[src/rtl/jt49_pkg.sv]
`default_nettype none
// ============================================================================
//  Module   : jt49_pkg
//  Purpose  : Shared definitions for the jt49 three-channel mixer: mixer FSM
//             state encoding, volume table width, accumulator width, the
//             input snapshot record and the amplitude-to-level helper.
//  Ports    : none (package)
//  Revision : 1.0 - initial release
// ============================================================================
package jt49_pkg;

  localparam int TAB_W = 8;   // width of one volume table entry
  localparam int SUM_W = 10;  // three 8-bit channels summed (max 765)

  typedef enum logic [1:0] {
    SNAP = 2'd0,
    CA   = 2'd1,
    CB   = 2'd2,
    CC   = 2'd3
  } mix_state_t;

  // Everything a frame needs, frozen at the SNAP step.
  typedef struct packed {
    logic [2:0] tone;
    logic       noise;
    logic [5:0] mix_dis;
    logic [4:0] amp_a;
    logic [4:0] amp_b;
    logic [4:0] amp_c;
    logic [4:0] env;
  } snap_t;

  // Map a channel amplitude register onto a 5-bit table index. Fixed levels
  // sit on the odd entries so that fixed level 15 lands on the table top.
  function automatic logic [4:0] level_of(input logic [4:0] amp,
                                          input logic [4:0] env);
    logic [4:0] lvl;
    if (amp[4])
      lvl = env;
    else if (amp[3:0] == 4'd0)
      lvl = 5'd0;
    else
      lvl = {amp[3:0], 1'b1};
    return lvl;
  endfunction

endpackage
`default_nettype wire

[src/rtl/jt49_voltab.sv]
`default_nettype none
// ============================================================================
//  Module   : jt49_voltab
//  Purpose  : Logarithmic volume table, 1.5 dB per step, 32 entries.
//             Purely combinational.
//  Ports    : i_level [4:0]        table index (0 = silence)
//             o_vol   [TAB_W-1:0]  linear volume, 0..255
//  Revision : 1.0 - initial release
// ============================================================================
module jt49_voltab
  import jt49_pkg::*;
(
  input  logic [4:0]       i_level,
  output logic [TAB_W-1:0] o_vol
);

  always_comb begin
    o_vol = '0;
    case (i_level)
      5'd0 : o_vol = 8'd0;
      5'd1 : o_vol = 8'd1;
      5'd2 : o_vol = 8'd2;
      5'd3 : o_vol = 8'd2;
      5'd4 : o_vol = 8'd2;
      5'd5 : o_vol = 8'd3;
      5'd6 : o_vol = 8'd3;
      5'd7 : o_vol = 8'd4;
      5'd8 : o_vol = 8'd5;
      5'd9 : o_vol = 8'd6;
      5'd10: o_vol = 8'd7;
      5'd11: o_vol = 8'd8;
      5'd12: o_vol = 8'd10;
      5'd13: o_vol = 8'd11;
      5'd14: o_vol = 8'd14;
      5'd15: o_vol = 8'd16;
      5'd16: o_vol = 8'd19;
      5'd17: o_vol = 8'd23;
      5'd18: o_vol = 8'd27;
      5'd19: o_vol = 8'd32;
      5'd20: o_vol = 8'd38;
      5'd21: o_vol = 8'd45;
      5'd22: o_vol = 8'd54;
      5'd23: o_vol = 8'd64;
      5'd24: o_vol = 8'd76;
      5'd25: o_vol = 8'd90;
      5'd26: o_vol = 8'd108;
      5'd27: o_vol = 8'd128;
      5'd28: o_vol = 8'd152;
      5'd29: o_vol = 8'd181;
      5'd30: o_vol = 8'd215;
      5'd31: o_vol = 8'd255;
      default: o_vol = 8'd0;
    endcase
  end

endmodule
`default_nettype wire

[src/rtl/jt49_mix3.sv]
`default_nettype none
// ============================================================================
//  Module   : jt49_mix3
//  Purpose  : Three-channel gate/volume/mix stage. A four-step frame
//             (SNAP, CA, CB, CC) freezes the inputs, then evaluates one
//             channel per clock-enable through a single shared volume table,
//             accumulating the sum. All outputs update together at CC.
//  Ports    : clk, rst_n (async, active low), cen (clock enable)
//             tone[2:0] A/B/C square bits, noise LFSR bit
//             mix_dis[5:0] {noise dis C..A, tone dis C..A}
//             amp_a/b/c[4:0] {env select, fixed level}, env[4:0]
//             ch_a/b/c[7:0] channel volumes, sound[9:0] sum,
//             sample one-clk pulse on output update
//  Revision : 1.0 - initial release
// ============================================================================
module jt49_mix3
  import jt49_pkg::*;
(
  input  logic             clk,
  input  logic             rst_n,
  input  logic             cen,
  input  logic [2:0]       tone,
  input  logic             noise,
  input  logic [5:0]       mix_dis,
  input  logic [4:0]       amp_a,
  input  logic [4:0]       amp_b,
  input  logic [4:0]       amp_c,
  input  logic [4:0]       env,
  output logic [TAB_W-1:0] ch_a,
  output logic [TAB_W-1:0] ch_b,
  output logic [TAB_W-1:0] ch_c,
  output logic [SUM_W-1:0] sound,
  output logic             sample
);

  mix_state_t       r_state;
  snap_t            r_snap;
  logic [SUM_W-1:0] r_acc;
  logic [TAB_W-1:0] r_hold_a;
  logic [TAB_W-1:0] r_hold_b;

  logic [4:0]       w_amp;
  logic             w_tone;
  logic             w_tone_dis;
  logic             w_noise_dis;
  logic             w_on;
  logic [4:0]       w_level;
  logic [TAB_W-1:0] w_tab;
  logic [TAB_W-1:0] w_val;
  logic [SUM_W-1:0] w_val_ext;

  // Channel currently being evaluated follows the state; SNAP's selection is
  // unused, so it shares channel A's path.
  always_comb begin
    w_amp       = r_snap.amp_a;
    w_tone      = r_snap.tone[0];
    w_tone_dis  = r_snap.mix_dis[0];
    w_noise_dis = r_snap.mix_dis[3];
    case (r_state)
      CB: begin
        w_amp       = r_snap.amp_b;
        w_tone      = r_snap.tone[1];
        w_tone_dis  = r_snap.mix_dis[1];
        w_noise_dis = r_snap.mix_dis[4];
      end
      CC: begin
        w_amp       = r_snap.amp_c;
        w_tone      = r_snap.tone[2];
        w_tone_dis  = r_snap.mix_dis[2];
        w_noise_dis = r_snap.mix_dis[5];
      end
      default: ;
    endcase
  end

  // A disabled source counts as permanently high, so with both disabled the
  // channel is always on and outputs its level as a DC value.
  assign w_on      = (w_tone | w_tone_dis) & (r_snap.noise | w_noise_dis);
  assign w_level   = level_of(w_amp, r_snap.env);
  assign w_val     = w_on ? w_tab : '0;
  assign w_val_ext = {{(SUM_W-TAB_W){1'b0}}, w_val};

  jt49_voltab u_voltab (
    .i_level (w_level),
    .o_vol   (w_tab)
  );

  always_ff @(posedge clk or negedge rst_n) begin
    if (!rst_n) begin
      r_state  <= SNAP;
      r_snap   <= '0;
      r_acc    <= '0;
      r_hold_a <= '0;
      r_hold_b <= '0;
      ch_a     <= '0;
      ch_b     <= '0;
      ch_c     <= '0;
      sound    <= '0;
      sample   <= 1'b0;
    end else begin
      sample <= 1'b0;
      if (cen) begin
        case (r_state)
          SNAP: begin
            r_snap.tone    <= tone;
            r_snap.noise   <= noise;
            r_snap.mix_dis <= mix_dis;
            r_snap.amp_a   <= amp_a;
            r_snap.amp_b   <= amp_b;
            r_snap.amp_c   <= amp_c;
            r_snap.env     <= env;
            r_state        <= CA;
          end
          CA: begin
            r_acc    <= w_val_ext;
            r_hold_a <= w_val;
            r_state  <= CB;
          end
          CB: begin
            r_acc    <= r_acc + w_val_ext;
            r_hold_b <= w_val;
            r_state  <= CC;
          end
          CC: begin
            sound   <= r_acc + w_val_ext;
            ch_a    <= r_hold_a;
            ch_b    <= r_hold_b;
            ch_c    <= w_val;
            sample  <= 1'b1;
            r_state <= SNAP;
          end
          default: r_state <= SNAP;
        endcase
      end
    end
  end

endmodule
`default_nettype wire
[config.mk]
export PLATFORM = sky130hd
export DESIGN_NAME = jt49_mix3
export DESIGN_NICKNAME = d
export VERILOG_FILES = /design/src/rtl/jt49_pkg.sv /design/src/rtl/jt49_voltab.sv /design/src/rtl/jt49_mix3.sv
export SDC_FILE = /design/constraint.sdc
export NUM_CORES = 1
export LEC_CHECK = 0
export CAP_MARGIN = 20
export CORE_MARGIN = 2
export CORE_UTILIZATION = 54
export DETAILED_ROUTE_END_ITERATION = 8
export PLACE_DENSITY_LB_ADDON = 0.15
export REMOVE_ABC_BUFFERS = 1
export SETUP_SLACK_MARGIN = 0.02
export SYNTH_ARGS = -nofsm -noshare
export SYNTH_HDL_FRONTEND = slang
export SYNTH_HIERARCHICAL = 1
export SYNTH_SLANG_ARGS = --single-unit
[constraint.sdc]
create_clock -name clk -period 5.9 [get_ports clk]
set_input_delay 0.59 -clock clk [delete_from_list [all_inputs] [get_ports clk]]
set_output_delay 0.59 -clock clk [all_outputs]
set_load 0.05 [all_outputs]
==> results of run 1 <==
## cell type report
type                            instances  area [µm²]  area share
Clock buffer                           10         138      0.0247
Clock inverter                          5        35.0     0.00629
Inverter                               19        71.3      0.0128
Multi-Input combinational cell        294        2140       0.383
Sequential cell                        93        2330       0.418
Tap cell                              105         131      0.0236
Timing Repair Buffer                   73         733       0.132
## metrics by stage
step / instance area [µm²] / utilization / setup slack (ns)
floorplan: 4530 / - / 1.33
global placement: 5370 / 0.650 / 0.769
detailed placement: 5390 / 0.653 / 0.477
CTS: 5570 / 0.674 / 0.411
global route: 5570 / 0.675 / 0.249
finish: 5570 / 0.675 / 0.717
## flip-flops by register name (all words and copies together), names as in the netlist
signal and count:
ch_c 8, r_snap 30, sample 1, r_state 2, sound 10, r_hold_a 8, ch_b 8, ch_a 8
r_hold_b 8, r_acc 10
## cell families after synthesis
kind of cell / share of synthesized area
AO/OA/AOI/OAI: 0.161
XOR/XNOR: 0.00946
adder cells (fa/ha/maj): 0.0584
buffers and inverters: 0.0370
flip-flops: 0.503
multiplexers: 0.133
AND/OR/NAND/NOR: 0.0989
## layer usage
| layer | vias up | global-route usage |
|---|---|---|
| li1 | 1627 | - |
| met1 | 1630 | 0.308 |
| met2 | 86 | 0.347 |
| met3 | 9 | 0.0465 |
| met4 | 0 | 0.0751 |
| met5 | - | 0 |
## how the worst min path moves through the flow
stage / slack, ns / to / cells after the start / startpoint
floorplan: 0.29 / ch_a[0] / 0 / rst_n
global route: 0.11 / ch_a[4] / 1 / rst_n
global placement: 0.46 / r_hold_b[7] / 2 / r_hold_b[7]
detailed placement: 0.47 / sound[4] / 2 / sound[4]
CTS: 0.11 / r_hold_a[4] / 1 / rst_n
finish: 0.11 / ch_a[1] / 1 / rst_n
## worst max-delay path, delay by kind of cell (launching register included)
family                   cells  cell delay, ns
AND/OR/NAND/NOR              4            0.49
adder cells (fa/ha/maj)      3            1.16
AO/OA/AOI/OAI                7            2.00
XOR/XNOR                     1            0.29
multiplexers                 1            0.29
flip-flops                   1            0.41
buffers and inverters        3            0.43
## timing repair
action | CTS | global route
resized for setup | 0 | 2
hold buffers | 0 | 0
setup buffers | 0 | 0
setup endpoints to repair | 0 | 7
## cell usage in the layout, fill, tap and decap left out, drive strengths merged, types with 4 or more instances in the layout
| cell type | netlist | layout |
|---|---|---|
| buf | 10 | 7 |
| mux2 | 50 | 50 |
| a22o | 7 | 7 |
| a221o | 4 | 4 |
| ha | 20 | 20 |
| o21ai | 46 | 46 |
| a21oi | 21 | 21 |
| nand2 | 61 | 61 |
| o211ai | 6 | 6 |
| a21o | 5 | 5 |
| inv | 19 | 20 |
| dfrtp | 93 | 93 |
| a211oi | 4 | 4 |
| nor2 | 15 | 15 |
| clkdlybuf4s50 | 0 | 66 |
| clkbuf | 11 | 10 |
==> qor.yml, run 1 <==
logic_synthesis:
  yosysMostFrequentCell: "dfrtp_1"
  yosysTopAreaCell: "dfrtp_1"
  synth.top_cell.area_share: 0.503
  syn_inst: 427
  ys.flop_type: "dfrtp_1"
  synth_commonest_cells: "dfrtp_1 (93), nand2_1 (60), mux2_2 (50)"
  synth_edf_count: 0
  ys_ff_latch: 93
  synth_area_leaders: "dfrtp_1 (50%), mux2_2 (12%), ha_1 (5.4%)"
  yosys_warnings: 6
  synth_cell_types: 54
  syn_area_um2: 4630
  syn_avg_cell_area_um2: 10.8
  postSynth.asyncResetShare: 1.00
  yosysSeqAreaShare: 0.503
placement:
  portBuffers: 67
  dpl.hpwl_um: 6770
  dp_cells: 584
  place.gp.congestion: 0.851
clocking:
  clk_pin_slew_worst_paths_ns: 0.09
  cts_max_level: 3
  cts_root_buf: "clkbuf_8"
  insertion_delay_ns: 0.36
  cts_tree: "done"
  clock_sinks: 93
  cts_buffers: 9
  clockBufferDepth: 2
grt:
  grt_max_degree: 70
  grt_use_total: 0.221
  grt_antenna_before_repair: 0
  grt_pass1_vias: 3181
  grt_overflow_total: 0
  grt_pass1_wl_um: 15600
die:
  die-area_um2: 9330
  initial_core_util: 0.561
  fp.dieW_um: 96.6
  io_pins: 68
  num_rows: 33
  fp.dieH_um: 96.6
  core_area_um2: 8260
timing:
  clock-skew-final_ns: 0.0143
  hold_ws_ns: 0.111
  period_needed_ns: 5.18
  worst_slew_pin_slew_ns: 0.855
  slew_viol_final: 0
  slew_headroom: 0.430
  max_freq_mhz: 193
  rsz0062_at_grt: "false"
  setup_viol: 0
  hold_viol: 0
  period_share: 0.878
  final.setup.tns_ns: 0
setup_path:
  crit_path_start_kind: "flip-flop"
  r2r-end: "r_acc[5]"
  setup.worst_path.end: "r_acc[5]"
  criticalPathCategory: "flip-flop to flip-flop"
  cp-end-kind: "flip-flop"
  required_ns: 6.14
  r2r-start: "r_state[0]"
  critPathMaxFanout: 23
  startpoint: "r_state[0]"
  cp_common_cell: "inv_1"
  r2r_cells: 19
  rrSetupSlack_ns: 0.72
  cp_cell_sequence: "inv_1 > ha_2 > nor2_2 > a21oi_2 > nor2_1 > a21oi_1 > inv_1 > ha_1 > mux2_2 > o21ai_0 > o22ai_1 > nand2_1 > inv_1 > ha_1 > a211oi_1 > o21ai_0 > xnor2_1 > nor2_1 > a221o_1"
  slowest_delay_ns: 0.56
  cp_slowest_cell: "a21oi_1"
  arrival_ns: 5.42
route:
  drc_errors: 0
  route.vias.total: 3352
  drtAntennaViolNets: 0
  top_layer: "met4"
  wl_per_cell_um: 15.8
  dr.pass1.iters: 4
  drt_iter0_markers: 290
  wl_met2_um: 4490
  wl_met1_um: 4420
  drt-total-wl_um: 9490
  viasPerCell: 5.60
  met3_length_um: 430
cells_and_area:
  num-nets-final: 544
  area_delta_synth_final_pct: 20.4
  finalNonFillerCells: 599
  nFillCells: 672
  antenna_cells: 0
  drive_above_1_share: 0.172
outcome:
  status: "complete, no violations"
job:
  max_cap_violations: 0
min_path:
  hold_path.class: "input port to asynchronous set/reset pin"
Power of run 1 is left out: the tool's default activity adds up to more than one toggle a clock period on the data nets, which glitch-free logic cannot reach.
==> run 2, diff against run 1 <==
Settings changed: CTS_CLUSTER_DIAMETER from default to 200.
==> results of run 2 <==
Same layout as run 1: the final DEF is identical, and so are final timing and power.
Power of run 2 is left out for the same reason.
==> run 3, diff against run 2 <==
Settings changed: CORE_ASPECT_RATIO from default to 1.5.
==> run 3 against run 2 <==
  * Die area rose by 0.17%
  * Clock-buffer cell count rose by 2
  * Hold slack improved by 0.044 ns
  * Highest routed layer unchanged
  * Via count barely moved
  * First-iteration DRC count fell by 47%
==> qor.yml, run 3 (synthesis results as in run 1) <==
die:
  die-area_um2: 9350
  fp.dieW_um: 79.6
  core_area_um2: 8360
  io_pins: 68
  num_rows: 41
  fp.dieH_um: 117
  initial_core_util: 0.554
route:
  wl_per_cell_um: 16.0
  drtAntennaViolNets: 0
  drt-total-wl_um: 9600
  viasPerCell: 5.58
  drc_errors: 0
  route.vias.total: 3354
  drt_iter0_markers: 155
  dr.pass1.iters: 4
clocking:
  cts_root_buf: "clkbuf_16"
  cts_hold_buf: 0
  clock_sinks: 93
  cts_tree: "done"
  clk_pin_slew_worst_paths_ns: 0.06
  cts_resized: 0
  insertion_delay_ns: 0.34
  cts_buffers: 9
  post_cts_buffers: 0
  cts_max_level: 3
  clockBufferDepth: 2
placement:
  portBuffers: 67
  dp_cells: 587
  place.gp.congestion: 0.897
  dpl.hpwl_um: 6990
grt:
  grt_use_met1: 0.276
  grt_overflow_total: 0
  busiest_layer: "met2"
  grt_max_degree: 67
  grt_pass1_wl_um: 16400
  grt_pass1_vias: 3461
  gr-usage-met3: 0.0538
  use_met2: 0.377
  grt_antenna_before_repair: 0
  grt_use_total: 0.225
cells_and_area:
  drive_above_1_share: 0.162
  top_register: "r_snap"
  largest_reg_flops: 30
  num-nets-final: 545
  final_common_cell: "dfrtp_1"
  nFillCells: 646
  antenna_cells: 0
  final_cell_mix: "dfrtp_1 (93), clkdlybuf4s50_1 (66), nand2_1 (60)"
  area_delta_synth_final_pct: 22.1
  final_core_util: 0.676
  reg_top3: "r_snap x30, r_acc x10, sound x10"
  finalNonFillerCells: 601
setup_path:
  arrival_ns: 5.33
  cp_slowest_cell: "a21oi_1"
  required_ns: 6.12
  slowest_delay_ns: 0.64
  crit_path_start_kind: "flip-flop"
  r2r-end: "r_acc[9]"
  r2r-start: "r_state[0]"
  cp-end-kind: "flip-flop"
  critPathMaxFanout: 11
  cp_common_cell: "inv_1"
  criticalPathCategory: "flip-flop to flip-flop"
  r2r_cells: 19
  rrSetupSlack_ns: 0.79
  cp_cell_sequence: "inv_1 > ha_1 > nor2_2 > a21oi_2 > nor2_1 > a21oi_1 > inv_1 > ha_1 > inv_1 > mux4_2 > a21o_1 > nand2_1 > inv_1 > ha_1 > o211ai_1 > o21ai_0 > a22o_1 > nor2_1 > a221o_1"
job:
  max_cap_violations: 0
timing:
  setup_viol: 0
  worst_slew_pin_slew_ns: 0.818
  hold_viol: 0
  period_share: 0.866
  max_freq_mhz: 196
  period_needed_ns: 5.11
  rsz0062_at_grt: "false"
  final.setup.tns_ns: 0
  slew_headroom: 0.454
  clock-skew-final_ns: 0.00534
  slew_viol_final: 0
outcome:
  status: "complete, no violations"
min_path:
  hold_path.class: "input port to asynchronous set/reset pin"
[run 3: changes by cell type in the layout (fill, tap and decap cells not counted), sizes merged]
cell	change
clkinv	-2
inv	-1
buf	+1
clkbuf	+2
[run 3: how the worst max path moves through the flow]
stage | startpoint | endpoint | slack [ns] | depth (start not counted)
after global routing | r_state[0] | sound[8] | 0.28 | 21
after detailed placement | r_state[0] | r_acc[9] | 0.83 | 19
after global placement | r_state[0] | r_acc[9] | 1.04 | 19
final | r_state[0] | r_acc[9] | 0.79 | 19
after floorplan | r_state[0] | sound[8] | 1.33 | 21
after CTS | r_state[0] | r_acc[9] | 0.79 | 19
[run 3: area by class of cell]
class	instances	area, µm²	area share
clock inverter	2	12.5	0.00221
multi-input combinational	294	2130	0.377
clock buffer	12	236	0.0418
timing repair buffer	74	741	0.131
tap	107	134	0.0237
inverter	19	71.3	0.0126
sequential	93	2330	0.412
[run 3: metal layers]
layer,up-vias,share of wire
met3,19,0.038
met5,-,0
met2,72,0.52
met4,0,0.024
met1,1619,0.41
li1,1644,-
[run 3: worst max-delay path: cells and delay by family (launching register included)]
family / cells / cell delay (ns)
compound gates: 7 / 2.16
fa+ha+maj: 3 / 1.11
mux: 1 / 0.47
buf+inv: 4 / 0.44
simple gates: 4 / 0.41
flops: 1 / 0.40
[run 3: through the flow]
stage | area (µm²) | setup WS (ns) | hold WS, ns
after CTS | 5650 | 0.786 | 0.159
final | 5650 | 0.793 | 0.154
after global routing | 5650 | 0.285 | 0.180
after global placement | 5380 | 1.04 | 0.459
after detailed placement | 5400 | 0.827 | 0.464
after floorplan | 4530 | 1.33 | 0.294
Power of run 3 is left out for the same reason.
